===== src/rtl/id_ex_stage_if.sv =====
// id_ex_stage_if: ALU operation encoding shared by decode and the ALU, plus
// the signal bundle between decode, the ID/EX register and the EX/MEM/WB
// forwarding sources.
//   slave  : the ID/EX stage. It takes id_*, the forwarding sources, flush
//            and hold, and drives ex_*, stall_if_id and bubble_count.
//   master : the surrounding pipeline (or a testbench), with the directions
//            reversed.
package id_ex_pkg;
   typedef enum logic [3:0] {
      ALU_ADD  = 4'd0,
      ALU_SUB,
      ALU_SLL,
      ALU_SLT,
      ALU_SLTU,
      ALU_XOR,
      ALU_SRL,
      ALU_SRA,
      ALU_OR,
      ALU_AND,
      ALU_PASS_B
   } alu_operation_e;
endpackage

interface id_ex_stage_if
   import id_ex_pkg::*;
#(
   parameter int DW = 32,
   parameter int RW = 5
);
   logic           id_valid;
   logic [RW-1:0]  id_rs1_addr;
   logic [RW-1:0]  id_rs2_addr;
   logic [DW-1:0]  id_rs1_data;
   logic [DW-1:0]  id_rs2_data;
   logic [DW-1:0]  id_imm;
   logic [DW-1:0]  id_pc;
   logic [RW-1:0]  id_rd_addr;
   alu_operation_e id_alu_op;
   logic           id_use_pc;
   logic           id_use_imm;
   logic           id_reg_write;
   logic           id_mem_read;
   logic           id_mem_write;
   logic           id_mem_to_reg;

   logic           exmem_reg_write;
   logic [RW-1:0]  exmem_rd_addr;
   logic [DW-1:0]  exmem_result;
   logic           memwb_reg_write;
   logic [RW-1:0]  memwb_rd_addr;
   logic [DW-1:0]  memwb_result;

   logic           flush;
   logic           hold;

   logic           stall_if_id;
   logic           ex_valid;
   logic [DW-1:0]  ex_operand_a;
   logic [DW-1:0]  ex_operand_b;
   alu_operation_e ex_operation;
   logic [DW-1:0]  ex_store_data;
   logic [RW-1:0]  ex_rd_addr;
   logic [DW-1:0]  ex_pc;
   logic [DW-1:0]  ex_imm;
   logic           ex_reg_write;
   logic           ex_mem_read;
   logic           ex_mem_write;
   logic           ex_mem_to_reg;
   logic [31:0]    bubble_count;

   modport slave (
      input  id_valid, id_rs1_addr, id_rs2_addr, id_rs1_data, id_rs2_data,
             id_imm, id_pc, id_rd_addr, id_alu_op, id_use_pc, id_use_imm,
             id_reg_write, id_mem_read, id_mem_write, id_mem_to_reg,
             exmem_reg_write, exmem_rd_addr, exmem_result,
             memwb_reg_write, memwb_rd_addr, memwb_result,
             flush, hold,
      output stall_if_id, ex_valid, ex_operand_a, ex_operand_b, ex_operation,
             ex_store_data, ex_rd_addr, ex_pc, ex_imm,
             ex_reg_write, ex_mem_read, ex_mem_write, ex_mem_to_reg,
             bubble_count
   );

   modport master (
      output id_valid, id_rs1_addr, id_rs2_addr, id_rs1_data, id_rs2_data,
             id_imm, id_pc, id_rd_addr, id_alu_op, id_use_pc, id_use_imm,
             id_reg_write, id_mem_read, id_mem_write, id_mem_to_reg,
             exmem_reg_write, exmem_rd_addr, exmem_result,
             memwb_reg_write, memwb_rd_addr, memwb_result,
             flush, hold,
      input  stall_if_id, ex_valid, ex_operand_a, ex_operand_b, ex_operation,
             ex_store_data, ex_rd_addr, ex_pc, ex_imm,
             ex_reg_write, ex_mem_read, ex_mem_write, ex_mem_to_reg,
             bubble_count
   );
endinterface


===== src/rtl/id_ex_stage.sv =====
// id_ex_stage: ID/EX pipeline register of the 5-stage core.
// It registers the decoded fields, builds the forwarded ALU operands and
// store data, detects load-use hazards, inserts bubbles and squashes the
// instruction entering EX when a branch is taken.
//   clk   : core clock, rising edge
//   reset : asynchronous, active-high
//   bus   : id_ex_stage_if.slave. Inputs are the decode fields, the EX/MEM
//           and MEM/WB forwarding sources, flush and hold. Outputs are the
//           ex_* fields, stall_if_id and bubble_count.
module id_ex_stage
   import id_ex_pkg::*;
#(
   parameter int DW = 32,
   parameter int RW = 5
) (
   input  logic          clk,
   input  logic          reset,
   id_ex_stage_if.slave  bus
);

   logic           valid_q,      valid_d;
   logic [RW-1:0]  rs1_addr_q,   rs1_addr_d;
   logic [RW-1:0]  rs2_addr_q,   rs2_addr_d;
   logic [DW-1:0]  rs1_data_q,   rs1_data_d;
   logic [DW-1:0]  rs2_data_q,   rs2_data_d;
   logic [DW-1:0]  imm_q,        imm_d;
   logic [DW-1:0]  pc_q,         pc_d;
   logic [RW-1:0]  rd_addr_q,    rd_addr_d;
   alu_operation_e op_q,         op_d;
   logic           use_pc_q,     use_pc_d;
   logic           use_imm_q,    use_imm_d;
   logic           reg_write_q,  reg_write_d;
   logic           mem_read_q,   mem_read_d;
   logic           mem_write_q,  mem_write_d;
   logic           mem_to_reg_q, mem_to_reg_d;
   logic [31:0]    bubble_count_q, bubble_count_d;

   logic           load_use;
   logic [DW-1:0]  fwd_rs1;
   logic [DW-1:0]  fwd_rs2;

   // A load in EX whose rd matches either id source address. Matching is
   // purely on address: rs2 counts even when decode will use the immediate.
   always_comb begin
      load_use = valid_q & mem_read_q & bus.id_valid & (rd_addr_q != '0) &
                 ((rd_addr_q == bus.id_rs1_addr) | (rd_addr_q == bus.id_rs2_addr));
   end

   // A taken branch squashes the dependent instruction anyway, so the
   // load-use stall is not needed in that case.
   assign bus.stall_if_id = (load_use & ~bus.flush) | bus.hold;

   always_comb begin
      valid_d        = valid_q;
      rs1_addr_d     = rs1_addr_q;
      rs2_addr_d     = rs2_addr_q;
      rs1_data_d     = rs1_data_q;
      rs2_data_d     = rs2_data_q;
      imm_d          = imm_q;
      pc_d           = pc_q;
      rd_addr_d      = rd_addr_q;
      op_d           = op_q;
      use_pc_d       = use_pc_q;
      use_imm_d      = use_imm_q;
      reg_write_d    = reg_write_q;
      mem_read_d     = mem_read_q;
      mem_write_d    = mem_write_q;
      mem_to_reg_d   = mem_to_reg_q;
      bubble_count_d = bubble_count_q;

      if (bus.hold) begin
         // everything, including the bubble counter, stays put
      end else if (bus.flush || load_use) begin
         // bubble: data fields are left as they were, they are don't-care
         valid_d        = 1'b0;
         reg_write_d    = 1'b0;
         mem_read_d     = 1'b0;
         mem_write_d    = 1'b0;
         mem_to_reg_d   = 1'b0;
         op_d           = ALU_ADD;
         bubble_count_d = bubble_count_q + 32'd1;
      end else begin
         valid_d      = bus.id_valid;
         rs1_addr_d   = bus.id_rs1_addr;
         rs2_addr_d   = bus.id_rs2_addr;
         rs1_data_d   = bus.id_rs1_data;
         rs2_data_d   = bus.id_rs2_data;
         imm_d        = bus.id_imm;
         pc_d         = bus.id_pc;
         rd_addr_d    = bus.id_rd_addr;
         op_d         = bus.id_alu_op;
         use_pc_d     = bus.id_use_pc;
         use_imm_d    = bus.id_use_imm;
         reg_write_d  = bus.id_reg_write;
         mem_read_d   = bus.id_mem_read;
         mem_write_d  = bus.id_mem_write;
         mem_to_reg_d = bus.id_mem_to_reg;
      end
   end

   always_ff @(posedge clk or posedge reset) begin
      if (reset) begin
         valid_q        <= 1'b0;
         rs1_addr_q     <= '0;
         rs2_addr_q     <= '0;
         rs1_data_q     <= '0;
         rs2_data_q     <= '0;
         imm_q          <= '0;
         pc_q           <= '0;
         rd_addr_q      <= '0;
         op_q           <= ALU_ADD;
         use_pc_q       <= 1'b0;
         use_imm_q      <= 1'b0;
         reg_write_q    <= 1'b0;
         mem_read_q     <= 1'b0;
         mem_write_q    <= 1'b0;
         mem_to_reg_q   <= 1'b0;
         bubble_count_q <= '0;
      end else begin
         valid_q        <= valid_d;
         rs1_addr_q     <= rs1_addr_d;
         rs2_addr_q     <= rs2_addr_d;
         rs1_data_q     <= rs1_data_d;
         rs2_data_q     <= rs2_data_d;
         imm_q          <= imm_d;
         pc_q           <= pc_d;
         rd_addr_q      <= rd_addr_d;
         op_q           <= op_d;
         use_pc_q       <= use_pc_d;
         use_imm_q      <= use_imm_d;
         reg_write_q    <= reg_write_d;
         mem_read_q     <= mem_read_d;
         mem_write_q    <= mem_write_d;
         mem_to_reg_q   <= mem_to_reg_d;
         bubble_count_q <= bubble_count_d;
      end
   end

   // EX/MEM is the younger producer, so it wins over MEM/WB. x0 is never
   // forwarded, so it always reads as the register-file value.
   always_comb begin
      fwd_rs1 = rs1_data_q;
      if (bus.exmem_reg_write && (bus.exmem_rd_addr != '0) &&
          (bus.exmem_rd_addr == rs1_addr_q)) begin
         fwd_rs1 = bus.exmem_result;
      end else if (bus.memwb_reg_write && (bus.memwb_rd_addr != '0) &&
                   (bus.memwb_rd_addr == rs1_addr_q)) begin
         fwd_rs1 = bus.memwb_result;
      end
   end

   always_comb begin
      fwd_rs2 = rs2_data_q;
      if (bus.exmem_reg_write && (bus.exmem_rd_addr != '0) &&
          (bus.exmem_rd_addr == rs2_addr_q)) begin
         fwd_rs2 = bus.exmem_result;
      end else if (bus.memwb_reg_write && (bus.memwb_rd_addr != '0) &&
                   (bus.memwb_rd_addr == rs2_addr_q)) begin
         fwd_rs2 = bus.memwb_result;
      end
   end

   assign bus.ex_operand_a  = use_pc_q  ? pc_q  : fwd_rs1;
   assign bus.ex_operand_b  = use_imm_q ? imm_q : fwd_rs2;
   assign bus.ex_store_data = fwd_rs2;

   assign bus.ex_valid      = valid_q;
   assign bus.ex_operation  = op_q;
   assign bus.ex_rd_addr    = rd_addr_q;
   assign bus.ex_pc         = pc_q;
   assign bus.ex_imm        = imm_q;
   assign bus.ex_reg_write  = valid_q & reg_write_q;
   assign bus.ex_mem_read   = valid_q & mem_read_q;
   assign bus.ex_mem_write  = valid_q & mem_write_q;
   assign bus.ex_mem_to_reg = valid_q & mem_to_reg_q;
   assign bus.bubble_count  = bubble_count_q;

endmodule

===== src/flat_wrapper.sv =====
// flat-port wrapper written by rule: the top's interface ports become plain ports
module id_ex_stage_flat import id_ex_pkg::*;
#(
   parameter int DW = 32,
   parameter int RW = 5
)
  (clk, reset, bus_id_valid, bus_id_rs1_addr, bus_id_rs2_addr, bus_id_rs1_data, bus_id_rs2_data, bus_id_imm, bus_id_pc, bus_id_rd_addr, bus_id_alu_op, bus_id_use_pc, bus_id_use_imm, bus_id_reg_write, bus_id_mem_read, bus_id_mem_write, bus_id_mem_to_reg, bus_exmem_reg_write, bus_exmem_rd_addr, bus_exmem_result, bus_memwb_reg_write, bus_memwb_rd_addr, bus_memwb_result, bus_flush, bus_hold, bus_stall_if_id, bus_ex_valid, bus_ex_operand_a, bus_ex_operand_b, bus_ex_operation, bus_ex_store_data, bus_ex_rd_addr, bus_ex_pc, bus_ex_imm, bus_ex_reg_write, bus_ex_mem_read, bus_ex_mem_write, bus_ex_mem_to_reg, bus_bubble_count);
  id_ex_stage_if #(.DW(DW), .RW(RW)) bus_i ();
  input  logic clk;
  input  logic reset;
  input wire logic [$bits(bus_i.id_valid)-1:0] bus_id_valid;
  input wire logic [$bits(bus_i.id_rs1_addr)-1:0] bus_id_rs1_addr;
  input wire logic [$bits(bus_i.id_rs2_addr)-1:0] bus_id_rs2_addr;
  input wire logic [$bits(bus_i.id_rs1_data)-1:0] bus_id_rs1_data;
  input wire logic [$bits(bus_i.id_rs2_data)-1:0] bus_id_rs2_data;
  input wire logic [$bits(bus_i.id_imm)-1:0] bus_id_imm;
  input wire logic [$bits(bus_i.id_pc)-1:0] bus_id_pc;
  input wire logic [$bits(bus_i.id_rd_addr)-1:0] bus_id_rd_addr;
  input wire logic [$bits(bus_i.id_alu_op)-1:0] bus_id_alu_op;
  input wire logic [$bits(bus_i.id_use_pc)-1:0] bus_id_use_pc;
  input wire logic [$bits(bus_i.id_use_imm)-1:0] bus_id_use_imm;
  input wire logic [$bits(bus_i.id_reg_write)-1:0] bus_id_reg_write;
  input wire logic [$bits(bus_i.id_mem_read)-1:0] bus_id_mem_read;
  input wire logic [$bits(bus_i.id_mem_write)-1:0] bus_id_mem_write;
  input wire logic [$bits(bus_i.id_mem_to_reg)-1:0] bus_id_mem_to_reg;
  input wire logic [$bits(bus_i.exmem_reg_write)-1:0] bus_exmem_reg_write;
  input wire logic [$bits(bus_i.exmem_rd_addr)-1:0] bus_exmem_rd_addr;
  input wire logic [$bits(bus_i.exmem_result)-1:0] bus_exmem_result;
  input wire logic [$bits(bus_i.memwb_reg_write)-1:0] bus_memwb_reg_write;
  input wire logic [$bits(bus_i.memwb_rd_addr)-1:0] bus_memwb_rd_addr;
  input wire logic [$bits(bus_i.memwb_result)-1:0] bus_memwb_result;
  input wire logic [$bits(bus_i.flush)-1:0] bus_flush;
  input wire logic [$bits(bus_i.hold)-1:0] bus_hold;
  output wire logic [$bits(bus_i.stall_if_id)-1:0] bus_stall_if_id;
  output wire logic [$bits(bus_i.ex_valid)-1:0] bus_ex_valid;
  output wire logic [$bits(bus_i.ex_operand_a)-1:0] bus_ex_operand_a;
  output wire logic [$bits(bus_i.ex_operand_b)-1:0] bus_ex_operand_b;
  output wire logic [$bits(bus_i.ex_operation)-1:0] bus_ex_operation;
  output wire logic [$bits(bus_i.ex_store_data)-1:0] bus_ex_store_data;
  output wire logic [$bits(bus_i.ex_rd_addr)-1:0] bus_ex_rd_addr;
  output wire logic [$bits(bus_i.ex_pc)-1:0] bus_ex_pc;
  output wire logic [$bits(bus_i.ex_imm)-1:0] bus_ex_imm;
  output wire logic [$bits(bus_i.ex_reg_write)-1:0] bus_ex_reg_write;
  output wire logic [$bits(bus_i.ex_mem_read)-1:0] bus_ex_mem_read;
  output wire logic [$bits(bus_i.ex_mem_write)-1:0] bus_ex_mem_write;
  output wire logic [$bits(bus_i.ex_mem_to_reg)-1:0] bus_ex_mem_to_reg;
  output wire logic [$bits(bus_i.bubble_count)-1:0] bus_bubble_count;
  assign bus_i.id_valid = bus_id_valid;
  assign bus_i.id_rs1_addr = bus_id_rs1_addr;
  assign bus_i.id_rs2_addr = bus_id_rs2_addr;
  assign bus_i.id_rs1_data = bus_id_rs1_data;
  assign bus_i.id_rs2_data = bus_id_rs2_data;
  assign bus_i.id_imm = bus_id_imm;
  assign bus_i.id_pc = bus_id_pc;
  assign bus_i.id_rd_addr = bus_id_rd_addr;
  assign bus_i.id_alu_op = bus_id_alu_op;
  assign bus_i.id_use_pc = bus_id_use_pc;
  assign bus_i.id_use_imm = bus_id_use_imm;
  assign bus_i.id_reg_write = bus_id_reg_write;
  assign bus_i.id_mem_read = bus_id_mem_read;
  assign bus_i.id_mem_write = bus_id_mem_write;
  assign bus_i.id_mem_to_reg = bus_id_mem_to_reg;
  assign bus_i.exmem_reg_write = bus_exmem_reg_write;
  assign bus_i.exmem_rd_addr = bus_exmem_rd_addr;
  assign bus_i.exmem_result = bus_exmem_result;
  assign bus_i.memwb_reg_write = bus_memwb_reg_write;
  assign bus_i.memwb_rd_addr = bus_memwb_rd_addr;
  assign bus_i.memwb_result = bus_memwb_result;
  assign bus_i.flush = bus_flush;
  assign bus_i.hold = bus_hold;
  assign bus_stall_if_id = bus_i.stall_if_id;
  assign bus_ex_valid = bus_i.ex_valid;
  assign bus_ex_operand_a = bus_i.ex_operand_a;
  assign bus_ex_operand_b = bus_i.ex_operand_b;
  assign bus_ex_operation = bus_i.ex_operation;
  assign bus_ex_store_data = bus_i.ex_store_data;
  assign bus_ex_rd_addr = bus_i.ex_rd_addr;
  assign bus_ex_pc = bus_i.ex_pc;
  assign bus_ex_imm = bus_i.ex_imm;
  assign bus_ex_reg_write = bus_i.ex_reg_write;
  assign bus_ex_mem_read = bus_i.ex_mem_read;
  assign bus_ex_mem_write = bus_i.ex_mem_write;
  assign bus_ex_mem_to_reg = bus_i.ex_mem_to_reg;
  assign bus_bubble_count = bus_i.bubble_count;
  id_ex_stage #(.DW(DW), .RW(RW)) u_core (.clk(clk), .reset(reset), .bus(bus_i));
endmodule

===== config.mk =====
export PLATFORM = sky130hd
export DESIGN_NAME = id_ex_stage_flat
export DESIGN_NICKNAME = d
export VERILOG_FILES = /design/src/rtl/id_ex_stage_if.sv /design/src/rtl/id_ex_stage.sv /design/src/flat_wrapper.sv
export SDC_FILE = /design/constraint.sdc
export NUM_CORES = 1
export LEC_CHECK = 0
export CORE_AREA = 2 2 170 172
export CTS_BUF_LIST = sky130_fd_sc_hd__clkbuf_4 sky130_fd_sc_hd__clkbuf_8 sky130_fd_sc_hd__clkbuf_16
export CTS_CLUSTER_DIAMETER = 100
export DETAILED_ROUTE_END_ITERATION = 16
export DIE_AREA = 0 0 172 174
export DONT_BUFFER_PORTS = 1
export PLACE_DENSITY_LB_ADDON = 0.08
export SLEW_MARGIN = 20
export SYNTH_ARGS = -nofsm -noshare
export SYNTH_HDL_FRONTEND = slang
export SYNTH_SLANG_ARGS = --single-unit

===== constraint.sdc =====
create_clock -name clk -period 20.2 [get_ports clk]
set_clock_uncertainty 0.15 [all_clocks]
set_input_delay 4.04 -clock clk [delete_from_list [all_inputs] [get_ports clk]]
set_output_delay 4.04 -clock clk [all_outputs]
set_load 0.02 [all_outputs]

# Yosys cells after proc, flatten, opt, wreduce, memory -nomap -nowiden
# Index checks and enable logic that the tools add are counted.
[totals] ff_bits=186 input_bits=234 out_inout_bits=207 word_cells=60
[classes] n_addsub=1 eq_ne=6 mux=12 bitwise_logic=13 reduce_logical=12
[op_table] cell="32-bit 2-to-1 mux" n=6
[op_table] cell="32-bit by 1-bit adder with 32-bit output, second input constant" n=1
[op_table] cell="5-bit == test" n=6
[op_table] cell="5-bit nonzero test" n=3
[op_table] cell="1-bit AND" n=8
[op_table] cell="1-bit logical AND" n=6
[op_table] cell="1-bit 2-to-1 mux" n=5
[op_table] cell="4-bit 2-to-1 mux" n=1
[op_table] cell="2-bit AND reduction" n=2
[op_table] cell="1-bit inverter" n=3
[op_table] cell="1-bit bitwise OR" n=2
[op_table] cell="1-bit logical OR" n=1

# Depth between registers and ports, before layout
[depth] word_depth=7 depth_mapped=8 ltp_nobuf=6

# Worst setup path after synthesis
# Ideal clock, no wire load.
[synth_path] path_kind="input to output" from="input port bus_exmem_rd_addr[0]" to="output port bus_ex_operand_b[10]" arrival_ns=5.911 required_ns=16.010 slack_ns=10.099 stages=8 path_buffers=2 cell_sequence="or4_1 o21ai_0 or4_1 buf_2 buf_4 nor2_1 a31oi_1 mux2_2"
[synth_between] elab_chain_cells=5 elab_cells_between_ends=6 classes_between="1 x eq/ne; 2 x mux; 3 x reduce/logical"
[synth_lines] element="start, declared" line="flat_wrapper.sv:27" source="input wire logic [$bits(bus_i.exmem_rd_addr)-1:0] bus_exmem_rd_addr;"
[synth_lines] element="5-bit nonzero test" line="id_ex_stage.sv:154" source="if (bus.exmem_reg_write && (bus.exmem_rd_addr != '0) &&"
[synth_lines] element="1-bit logical AND" line="id_ex_stage.sv:154"
[synth_lines] element="1-bit logical AND *" line="id_ex_stage.sv:154"
[synth_lines] element="32-bit 2-to-1 mux *" line="id_ex_stage.sv:154"
[synth_lines] element="net bus_ex_store_data[10]" line="flat_wrapper.sv:39" source="output wire logic [$bits(bus_i.ex_store_data)-1:0] bus_ex_store_data;"
[synth_lines] element="32-bit 2-to-1 mux *" line="id_ex_stage.sv:164" source="assign bus.ex_operand_b = use_imm_q ? imm_q : fwd_rs2;"
[synth_lines] element="end, declared" line="flat_wrapper.sv:37" source="output wire logic [$bits(bus_i.ex_operand_b)-1:0] bus_ex_operand_b;"
# The timed path passes the listed nets; every way through them passes the cells marked *.

# Worst setup path in the final report
[layout_path] from="input port bus_exmem_rd_addr[0]" to="output port bus_ex_operand_b[13]"
# The elaborated chain is that of the path after synthesis.

==> qor.yml <==
outcome:
  status: "finished, final reports clean"
timing:
  hold_viol: 0
  finalSetupViolations: 0
  slew_headroom: 0.379
  fin_hold_ws_ns: 0.337
  fin_crit_ns: 11.02
  fmax_ghz: 0.0907
  setup_tns_ns: 0
  post-route-period-util: 0.546
  drv_slew: 0
  rsz0062_at_grt: "false"
  worst_pin_slew_ns: 0.931
power:
  ir_drop_v: 0.0000438
  switchingPower_w: 0.000384
  leakagePower_nw: 4.43
  seqPwrFrac: 0.460
  pwr-share-clk: 0.334
  intPower_w: 0.000720
  comb_power_share: 0.206
  swShare: 0.348
  p_per_area_nw_per_um2: 105
cells_and_area:
  multi_input_area_um2: 4680
  nets: 1053
  fillers: 2885
  area_delta_synth_final_pct: 8.88
  drive_above_1_share: 0.214
  stdcell_area_um2: 10600
  register_area_um2: 4660
  fin_cells: 1223
yosys:
  synth_top_flop_cell: "dfrtp_1"
  ys_ff_latch: 186
  yosys_warnings: 0
  synth.avg_cell_area_um2: 11.4
  syn_inst: 849
  syn_nets: 1084
  synth_edf_count: 0
  synthTopCellsByCount: "dfrtp_1, mux2_2, nand2_1"
  synth.most_common_cell: "dfrtp_1"
  async_reset_ff_frac: 1.00
  synth.largest_area_cell: "dfrtp_1"
  yosys-top-cells-area: "dfrtp_1, mux2_2, mux2_1"
  synth_seq_area_share: 0.480
  post_synth_num_cell_types: 38
  post-synth-top-area-fraction: 0.480
  syn_area_um2: 9690
critical_path:
  crit_type: "primary input to output pin"
  r2r-start: "u_core.bus.ex_rd_addr[0]"
  reg2reg_slack_ns: 16.19
  worstPathMaxFanout: 38
  critPathSlowestCell: "a31oi_1"
  cp_data_arrival_time_ns: 6.83
  reg2reg_to: "u_core.bus.ex_imm[7]"
  ff2ff_path_depth: 7
  crit_path_cell_trace: "or4_1 -> o21ai_0 -> or4_2 -> buf_4 -> nor2_1 -> a31oi_1 -> mux2_2"
  worstPathRequired_ns: 16.01
  cp-end-kind: "output pin"
  startpoint_type: "primary input"
  cp_slowest_stage_delay_ns: 0.57
cts:
  clock_path_buffers: 2
  cts_resized: 0
  clkLatencyLatePin_ns: 0.44
  hold_buffers: 0
  htree_levels: 4
  numCtsBuffers: 17
  cts_tree: "yes"
  post-cts-setup-buffers: 0
  cts_root_buffer: "clkbuf_16"
  clock_sinks: 186
  clk_pin_slew_ns: 0.07
global_routing:
  grt_pass1_vias: 7174
  grt_start_max_net_pins: 124
  grt_remaining_overflow: 0
  grt_pass1_wl_mm: 45.5
  grtUsageTotal: 0.204
  grt_antenna_before_repair: 11
min_path:
  min_path_type: "flop to flop"
  min_path_cells: 1
  min-delay-start: "u_core.rs1_data_q[16]"
  whs_endpoint: "u_core.rs1_data_q[16]"
place:
  dpl.cell_count: 1183
  place.port_buffers: 0
  placed_cell_area_um2: 9890
  dp_hpwl_mm: 23.1
  gp_congestion: 0.854
run:
  max_cap_viol_count: 0
die:
  die_h_um: 174
  io_pins: 441
  rows: 62
  die_x_um: 172
  start_util: 0.343
  coreArea_um2: 28200
  die-area_um2: 29900
detailed_routing:
  drc: 0
  postRouteAntennaNets: 0
  wl_per_cell_um: 25.3
  firstDrtPassIters: 4
  totalWireLength_mm: 30.9
  drt_iter0_markers: 281
  avgViaCountPerCell: 5.41
  num_vias: 6621
## worst max-delay path by stage
stage / end / start / slack, ns / cells past startpoint
detailed placement: bus_ex_operand_b[13] / bus_exmem_rd_addr[0] / 9.25 / 7
finish: bus_ex_operand_b[13] / bus_exmem_rd_addr[0] / 9.18 / 7
global route: bus_ex_operand_b[13] / bus_exmem_rd_addr[0] / 9.05 / 7
global placement: bus_ex_operand_b[13] / bus_exmem_rd_addr[0] / 9.29 / 7
CTS: bus_ex_operand_b[13] / bus_exmem_rd_addr[0] / 9.25 / 7
floorplan: bus_ex_operand_b[10] / bus_exmem_rd_addr[0] / 10.10 / 8
## power by group through the flow
stage	Clock, W	Sequential [W]	Combinational, W
2_1_floorplan	0	0.000492	0.000200
3_3_place_gp	0	0.000514	0.000226
3_5_place_dp	0	0.000516	0.000230
4_1_cts	0.000380	0.000509	0.000231
5_1_grt	0.000400	0.000517	0.000246
6_report	0.000369	0.000508	0.000227
## registers in the layout, indices dropped and copies added, names as in the netlist
| signal | count |
|---|---|
| u_core.bus.bubble_count | 32 |
| u_core.bus.ex_imm | 32 |
| u_core.bus.ex_operation | 4 |
| u_core.bus.ex_pc | 32 |
| u_core.bus.ex_rd_addr | 5 |
| u_core.bus.ex_valid | 1 |
| u_core.mem_read_q | 1 |
| u_core.mem_to_reg_q | 1 |
| u_core.mem_write_q | 1 |
| u_core.reg_write_q | 1 |
| u_core.rs1_addr_q | 5 |
| u_core.rs1_data_q | 32 |
| u_core.rs2_addr_q | 5 |
| u_core.rs2_data_q | 32 |
| u_core.use_imm_q | 1 |
| u_core.use_pc_q | 1 |
## area by class of cell
cell class              count  area share
well taps                 384      0.0455
multi-input cells         602       0.443
clock buffers              18      0.0410
clock inverters            14      0.0194
diodes                      8     0.00190
inverters                   4     0.00213
flip-flops and latches    186       0.441
repair buffers              7     0.00533
## layer usage
| layer | global-route usage | part of all wire | vias up |
|---|---|---|---|
| met4 | 0.0802 | 0.027 | 6 |
| met3 | 0.0663 | 0.082 | 42 |
| met2 | 0.355 | 0.51 | 295 |
| li1 | - | - | 2973 |
| met5 | 0 | 0.00094 | - |
| met1 | 0.229 | 0.38 | 3305 |
## logic make-up after synthesis
logic type / share of synthesized area
buffers and inverters: 0.0381
AOI/OAI and AO/OA: 0.0849
xor gates and xnor gates: 0.0551
muxes: 0.240
DFF: 0.480
adders and majority gates: 0.00129
and+or+nand+nor: 0.101
## metrics by stage
stage | setup slack, ns | util | total power, W
after floorplan | 10.10 | - | 0.000693
after global placement | 9.29 | 0.350 | 0.000741
after detailed placement | 9.25 | 0.350 | 0.000746
after CTS | 9.25 | 0.373 | 0.00112
after global routing | 9.05 | 0.373 | 0.00116
final | 9.18 | 0.374 | 0.00110
## worst max-delay path: cells and delay by family
family,cells,cell delay (ns)
and+or+nand+nor,3,1.10
muxes,1,0.37
buffers and inverters,1,0.45
AOI/OAI and AO/OA,2,0.84
## cell usage in the layout (no fill, tap or decap), types with 2 or more instances in the layout
cell type / n
a22o_1: 9
nand3_1: 16
dfrtp_2: 2
clkbuf_16: 17
xor2_1: 36
nor2_1: 73
inv_8: 2
inv_1: 3
nand2_1: 75
buf_4: 6
bufinv_16: 4
mux2_1: 51
a31oi_1: 32
or4_1: 3
a211oi_1: 32
inv_6: 6
and3_2: 2
a21o_1: 33
nor4_1: 4
nand4_1: 9
or4_2: 2
nor3_1: 16
xnor2_1: 25
mux2_2: 127
mux2i_1: 32
and3_1: 4
and2_1: 6
diode_2: 8
o21a_1: 2
dfrtp_1: 184
No activity file was read; power rests on OpenSTA's default activity.
